==> src/rtl/regfile_writeback_arbiter.sv <==
// Shares the single register-file write port between two writeback requesters.
// Each requester has a small FIFO, the FIFOs are drained round-robin, and a scoreboard flags pending rd writes.

module WritebackFifo #(
    parameter int DEPTH = 2
) (
    input  logic        clk,
    input  logic        reset,
    input  logic        i_push,
    input  logic [3:0]  i_pushRd,
    input  logic [31:0] i_pushData,
    input  logic        i_pop,
    output logic [3:0]  o_headRd,
    output logic [31:0] o_headData,
    output logic        o_empty,
    output logic        o_full
);
    localparam int PW = (DEPTH > 1) ? $clog2(DEPTH) : 1;
    localparam int CW = PW + 1;

    logic [3:0]    r_rdMem   [DEPTH];
    logic [31:0]   r_dataMem [DEPTH];
    logic [PW-1:0] r_wrPtr;
    logic [PW-1:0] r_rdPtr;
    logic [CW-1:0] r_count;

    always_ff @(posedge clk) begin
        if (reset) begin
            r_wrPtr <= '0;
            r_rdPtr <= '0;
            r_count <= '0;
        end else begin
            if (i_push) begin
                r_wrPtr <= r_wrPtr + PW'(1);
            end
            if (i_pop) begin
                r_rdPtr <= r_rdPtr + PW'(1);
            end
            if (i_push && !i_pop) begin
                r_count <= r_count + CW'(1);
            end else if (!i_push && i_pop) begin
                r_count <= r_count - CW'(1);
            end
        end
    end

    // Payload storage needs no reset; the count alone says which slots are live.
    always_ff @(posedge clk) begin
        if (i_push) begin
            r_rdMem[r_wrPtr]   <= i_pushRd;
            r_dataMem[r_wrPtr] <= i_pushData;
        end
    end

    assign o_headRd   = r_rdMem[r_rdPtr];
    assign o_headData = r_dataMem[r_rdPtr];
    assign o_empty    = (r_count == '0);
    assign o_full     = (r_count == CW'(DEPTH));
endmodule

module regfile_writeback_arbiter #(
    parameter int DEPTH = 2
) (
    input  logic        clk,
    input  logic        reset,
    input  logic        a_valid,
    output logic        a_ready,
    input  logic [4:0]  a_rd,
    input  logic [31:0] a_data,
    input  logic        b_valid,
    output logic        b_ready,
    input  logic [4:0]  b_rd,
    input  logic [31:0] b_data,
    input  logic [4:0]  rs1_query,
    input  logic [4:0]  rs2_query,
    output logic        rs1_pending,
    output logic        rs2_pending,
    output logic        wen,
    output logic        register_file_enable,
    output logic [4:0]  rd_address,
    output logic [31:0] data,
    output logic        addr_err
);
    logic [15:0] r_pend;
    logic        r_prioB;
    logic        r_wen;
    logic [4:0]  r_rdAddr;
    logic [31:0] r_data;
    logic        r_addrErr;

    logic        w_aLegal;
    logic        w_bLegal;
    logic        w_conflict;
    logic        w_aFire;
    logic        w_bFire;
    logic        w_aPush;
    logic        w_bPush;
    logic        w_aEmpty;
    logic        w_bEmpty;
    logic        w_aFull;
    logic        w_bFull;
    logic [3:0]  w_aHeadRd;
    logic [3:0]  w_bHeadRd;
    logic [31:0] w_aHeadData;
    logic [31:0] w_bHeadData;
    logic        w_grantA;
    logic        w_grantB;
    logic        w_popValid;
    logic [3:0]  w_popRd;
    logic [31:0] w_popData;
    logic [15:0] w_setMask;
    logic [15:0] w_clrMask;

    assign w_aLegal   = !a_rd[4] && (a_rd != 5'd0);
    assign w_bLegal   = !b_rd[4] && (b_rd != 5'd0);
    assign w_conflict = a_valid && b_valid && (a_rd == b_rd) && w_aLegal;

    // x0 and x16-x31 are always swallowed; legal writes need FIFO room, no write
    // in flight to the same rd, and priority when both ports target one rd.
    assign a_ready = !reset && (!w_aLegal ||
                     (!w_aFull && !r_pend[a_rd[3:0]] && !(w_conflict && r_prioB)));
    assign b_ready = !reset && (!w_bLegal ||
                     (!w_bFull && !r_pend[b_rd[3:0]] && !(w_conflict && !r_prioB)));

    assign w_aFire = a_valid && a_ready;
    assign w_bFire = b_valid && b_ready;
    assign w_aPush = w_aFire && w_aLegal;
    assign w_bPush = w_bFire && w_bLegal;

    WritebackFifo #(.DEPTH(DEPTH)) u_fifoA (
        .clk        (clk),
        .reset      (reset),
        .i_push     (w_aPush),
        .i_pushRd   (a_rd[3:0]),
        .i_pushData (a_data),
        .i_pop      (w_grantA),
        .o_headRd   (w_aHeadRd),
        .o_headData (w_aHeadData),
        .o_empty    (w_aEmpty),
        .o_full     (w_aFull)
    );

    WritebackFifo #(.DEPTH(DEPTH)) u_fifoB (
        .clk        (clk),
        .reset      (reset),
        .i_push     (w_bPush),
        .i_pushRd   (b_rd[3:0]),
        .i_pushData (b_data),
        .i_pop      (w_grantB),
        .o_headRd   (w_bHeadRd),
        .o_headData (w_bHeadData),
        .o_empty    (w_bEmpty),
        .o_full     (w_bFull)
    );

    assign w_grantA   = !w_aEmpty && (w_bEmpty || !r_prioB);
    assign w_grantB   = !w_bEmpty && (w_aEmpty || r_prioB);
    assign w_popValid = w_grantA || w_grantB;
    assign w_popRd    = w_grantA ? w_aHeadRd : w_bHeadRd;
    assign w_popData  = w_grantA ? w_aHeadData : w_bHeadData;

    always_comb begin
        w_setMask = '0;
        w_clrMask = '0;
        if (w_aPush) begin
            w_setMask[a_rd[3:0]] = 1'b1;
        end
        if (w_bPush) begin
            w_setMask[b_rd[3:0]] = 1'b1;
        end
        if (r_wen) begin
            w_clrMask[r_rdAddr[3:0]] = 1'b1;
        end
    end

    // Set is applied after clear so a re-accept of a just-committed rd stays pending.
    always_ff @(posedge clk) begin
        if (reset) begin
            r_pend    <= '0;
            r_prioB   <= 1'b0;
            r_wen     <= 1'b0;
            r_rdAddr  <= '0;
            r_data    <= '0;
            r_addrErr <= 1'b0;
        end else begin
            r_pend    <= (r_pend & ~w_clrMask) | w_setMask;
            r_wen     <= w_popValid;
            r_addrErr <= (w_aFire && a_rd[4]) || (w_bFire && b_rd[4]);
            if (!w_aEmpty && !w_bEmpty) begin
                r_prioB <= !r_prioB;
            end
            if (w_popValid) begin
                r_rdAddr <= {1'b0, w_popRd};
                r_data   <= w_popData;
            end
        end
    end

    assign rs1_pending = r_pend[rs1_query[3:0]] && !rs1_query[4] && (rs1_query != 5'd0);
    assign rs2_pending = r_pend[rs2_query[3:0]] && !rs2_query[4] && (rs2_query != 5'd0);

    assign wen                  = r_wen;
    assign register_file_enable = r_wen;
    assign rd_address           = r_rdAddr;
    assign data                 = r_data;
    assign addr_err             = r_addrErr;
endmodule

==> config.mk <==
export PLATFORM = sky130hd
export DESIGN_NAME = regfile_writeback_arbiter
export DESIGN_NICKNAME = d
export VERILOG_FILES = /design/src/rtl/regfile_writeback_arbiter.sv
export SDC_FILE = /design/constraint.sdc
export NUM_CORES = 1
export LEC_CHECK = 0
export BUFFER_PORTS_ARGS = -buffer_cell sky130_fd_sc_hd__buf_2
export CORE_AREA = 2 2 144 146
export CTS_CLUSTER_DIAMETER = 100
export DETAILED_ROUTE_END_ITERATION = 12
export DIE_AREA = 0 0 146 148
export HOLD_SLACK_MARGIN = 0.08
export SYNTH_ARGS = -nofsm -noshare
export SYNTH_HDL_FRONTEND = slang
export SYNTH_SLANG_ARGS = --single-unit
==> constraint.sdc <==
create_clock -name clk -period 5.55 [get_ports clk]
set_input_delay 1.11 -clock clk [delete_from_list [all_inputs] [get_ports clk]]
set_output_delay 1.11 -clock clk [all_outputs]
set_load 0.02 [all_outputs]
==> run_results.csv <==
group,metric,value,unit
global_routing,met3_usage,2.84,%
detailed_routing,antenna_left,0,
floorplanning,io_pins,132,
yosys,ys_seq_area_share,63.2,%
cells_and_area,fin_nets,884,
floorplanning,die_h,148,um
global_routing,grt_overflow,0,
clock_tree,clk_pin_slew,0.06,ns
worst_setup_path,crit_family,"compound AO/OA/AOI/OAI gates",
worst_setup_path,max_stage_delay,0.70,ns
global_routing,grt_use_total,19.4,%
cells_and_area,fin_cells,1083,
hold_path,hold_path_depth,2,
yosys,async_reset_ff_share,0,%
global_routing,gr-usage-met2,33.9,%
clock_tree,cts_inserted_buffers,23,
clock_tree,clock-root-buffer,"clkbuf_16",
yosys,ys_seq_elements,209,
clock_tree,cts-resized-gates,0,
clock_tree,clk_latency,0.51,ns
worst_setup_path,path_buf_inv,2,
yosys,syn_nets,771,
cells_and_area,layout_common_cells,"edfxtp_1 (144), buf_2 (130), nand2_1 (66)",
detailed_routing,drt_iter0_drc,389,
floorplanning,start_util,44.4,%
placement,gp_congestion,0.901,
yosys,yosys_most_used_dff,"edfxtp_1",
yosys,syn-cell-area,8900,um^2
worst_setup_path,rr_endpoint,"u_fifoA.r_dataMem[1][10]$_DFFE_PP_",
cells_and_area,layout_commonest_cell,"edfxtp_1",
timing,hold_viol,0,
worst_setup_path,crit_path_end_kind,"output pin",
timing,rsz0062_at_grt,"no",
clock_tree,cts_hold_buf,0,
cells_and_area,areaGrowthSynthToFinish,18.1,%
power_and_ir_drop,powerDensity,491,nW/um^2
run,maxCapViolCount,0,
global_routing,grt_pass1_wl,33100,um
run_status,outcome,"finished clean",
global_routing,grtUsageMet1,25.4,%
worst_setup_path,worst_path_max_delay_cell,"o41ai_2",
worst_setup_path,r2r_start,"r_pend[11]$_SDFF_PP0_",
global_routing,antenna_found_initial,1,
timing,max_freq,250,MHz
global_routing,grt_pass1_vias,6074,
clock_tree,cts_max_path_buffers,3,
timing,setup_violations,0,
detailed_routing,drtPass1Iterations,5,
detailed_routing,drt_wl_total,21100,um
yosys,ys_warn_count,0,
timing,worstMarginPinSlew,1.08,ns
worst_setup_path,worstSetupPathType,"in2out",
placement,portBuffers,130,
placement,dp_hpwl,13800,um
floorplanning,die_width,146,um
power_and_ir_drop,peakVddDrop,0.222,mV
worst_setup_path,reg2reg_depth,5,
worst_setup_path,worstPathArrival,2.90,ns
worst_setup_path,path_cells,"buf_2 > or4_4 > nand3_2 > o41ai_2 > nor2_1 > o31a_1 > buf_2",
clock_tree,cts_setup_buffers,0,
detailed_routing,wl_per_cell,19.5,um
placement,place_inst,1039,
global_routing,busiest_layer,"met2",
yosys,synth_cells,681,
clock_tree,htreeDepth,1,
timing,tns,0,ns
timing,slew_viol_final,0,
power_and_ir_drop,total_leakage_power,3.82,nW
timing,max_slew_margin,27.7,%
floorplanning,coreArea,20000,um^2
worst_setup_path,rrSetupSlack,2.68,ns
detailed_routing,dr_total_vias,5984,
yosys,synth_cell_type_count,59,
clock_tree,cts.sinks,209,
worst_setup_path,cp_max_fo,12,
hold_path,min_to,"data[29]$_SDFFE_PP0P_",
clock_tree,cts_tree,"done",
timing,period_needed,4.01,ns
floorplanning,dieArea,21600,um^2
timing,fin_crit_sh,72.2,%
worst_setup_path,required,4.44,ns
cells_and_area,drive_above_1_share,25.9,%
global_routing,grt_start_max_net_pins,47,
worst_setup_path,start_kind,"input pin",
detailed_routing,drc_errors,0,
detailed_routing,viasPerCell,5.53,
hold_path,min_from,"data[29]$_SDFFE_PP0P_",
timing,finClkSkew,0.0148,ns
worst_setup_path,crit_top_cell,"buf_2",
floorplanning,rows,52,
yosys,synth_edf_count,144,
hold_path,min_path_type,"reg2reg",
yosys,synth.avg_cell_area,13.1,um^2
-- cells in the mapped netlist, drive strengths merged (3+ instances only) --
master,instances,area [um^2]
nand2,67,254
o21ai,16,80.1
xor2,6,52.6
a211o,36,315
nand3b,3,22.5
nor3,15,80.1
edfxtp,144,4320
and2,3,18.8
and3,3,18.8
inv,5,18.8
nand3,10,67.6
o211ai,5,37.5
mux2i,37,370
a21oi,48,252
o311ai,3,26.3
a211oi,36,270
dfxtp,65,1300
xnor2,5,43.8
mux4,16,360
nor4,3,31.3
buf,19,119
clkbuf,30,113
o211a,7,70.1
nor2,19,71.3
nand2b,4,25.0
nor2b,46,288
-- layout make-up --
type	count	area, um^2
antenna	2	5.00
clock buffer	34	678
clock inverter	8	73.8
fill	1766	9530
inverter	5	18.8
multi-input combinational	418	3070
sequential	209	5630
tap	270	338
timing repair buffer	137	703
-- routing by layer --
metal | part of all wire [%] | vias up
met5 | 0 | -
li1 | - | 2814
met1 | 43 | 2968
met2 | 50 | 164
met3 | 5.0 | 38
met4 | 2.1 | 0
-- where the power goes --
group          internal (mW)  total [mW]  leakage [nW]  switching [mW]
clock network          0.895        1.49         0.366           0.596
registers               1.87        2.06          1.84           0.192
logic                  0.623        1.61          1.62           0.984
-- logic make-up (layout without fill, tap and decap cells) --
kind of cell / after synthesis / count (layout) / synth area share (%)
multiplexers: 55 / 55 / 8.46
XOR/XNOR: 11 / 11 / 1.08
AND/OR/NAND/NOR: 182 / 182 / 10.7
adder cells (fa/ha/maj): 2 / 2 / 0.281
other: 1 / 3 / 0.0421
buffers and inverters: 54 / 184 / 2.81
flip-flops: 209 / 209 / 63.2
AO/OA/AOI/OAI: 167 / 167 / 13.4
-- registers in the layout, summed over array words and instances, names as in the netlist, named ones only --
register              flops
u_fifoB.r_wrPtr           1
r_prioB                   1
u_fifoA.r_wrPtr           1
addr_err                  1
u_fifoA.r_rdPtr           1
u_fifoA.r_count           2
u_fifoB.r_count           2
register_file_enable      1
u_fifoA.r_rdMem           8
u_fifoB.r_rdMem           8
r_pend                   16
u_fifoB.r_dataMem        64
u_fifoA.r_dataMem        64
data                     32
rd_address                4
u_fifoB.r_rdPtr           1
-- through the flow --
stage / hold WS (ns) / power (mW) / area (um^2) / util, % / setup WS (ns)
4_1_cts: 0.449 / 5.21 / 10500 / 52.4 / 1.55
3_5_place_dp: 0.442 / 3.71 / 9750 / 48.7 / 1.56
6_report: 0.446 / 5.16 / 10500 / 52.5 / 1.54
3_3_place_gp: 0.438 / 3.66 / 9750 / 48.7 / 1.56
2_1_floorplan: 0.450 / 3.24 / 8900 / - / 0.914
5_1_grt: 0.475 / 5.45 / 10500 / 52.4 / 1.38
-- tightest hold or removal path: cells and delay by family (launching register included) --
kind,cells,cell delay [ns]
AO/OA/AOI/OAI,1,0.05
flip-flops,1,0.30
AND/OR/NAND/NOR,1,0.05
-- worst max-delay path by stage --
stage | slack [ns] | cells after the start | start | to
2_1_floorplan | 0.91 | 5 | b_rd[1] | u_fifoB.r_dataMem[0][0]$_DFFE_PP_
3_3_place_gp | 1.56 | 7 | a_rd[0] | b_ready
3_5_place_dp | 1.56 | 7 | a_rd[0] | b_ready
4_1_cts | 1.55 | 7 | a_rd[0] | b_ready
5_1_grt | 1.38 | 7 | b_rd[0] | b_ready
6_report | 1.54 | 7 | a_rd[0] | b_ready
Note: power is estimated with default switching activity, not from simulation.
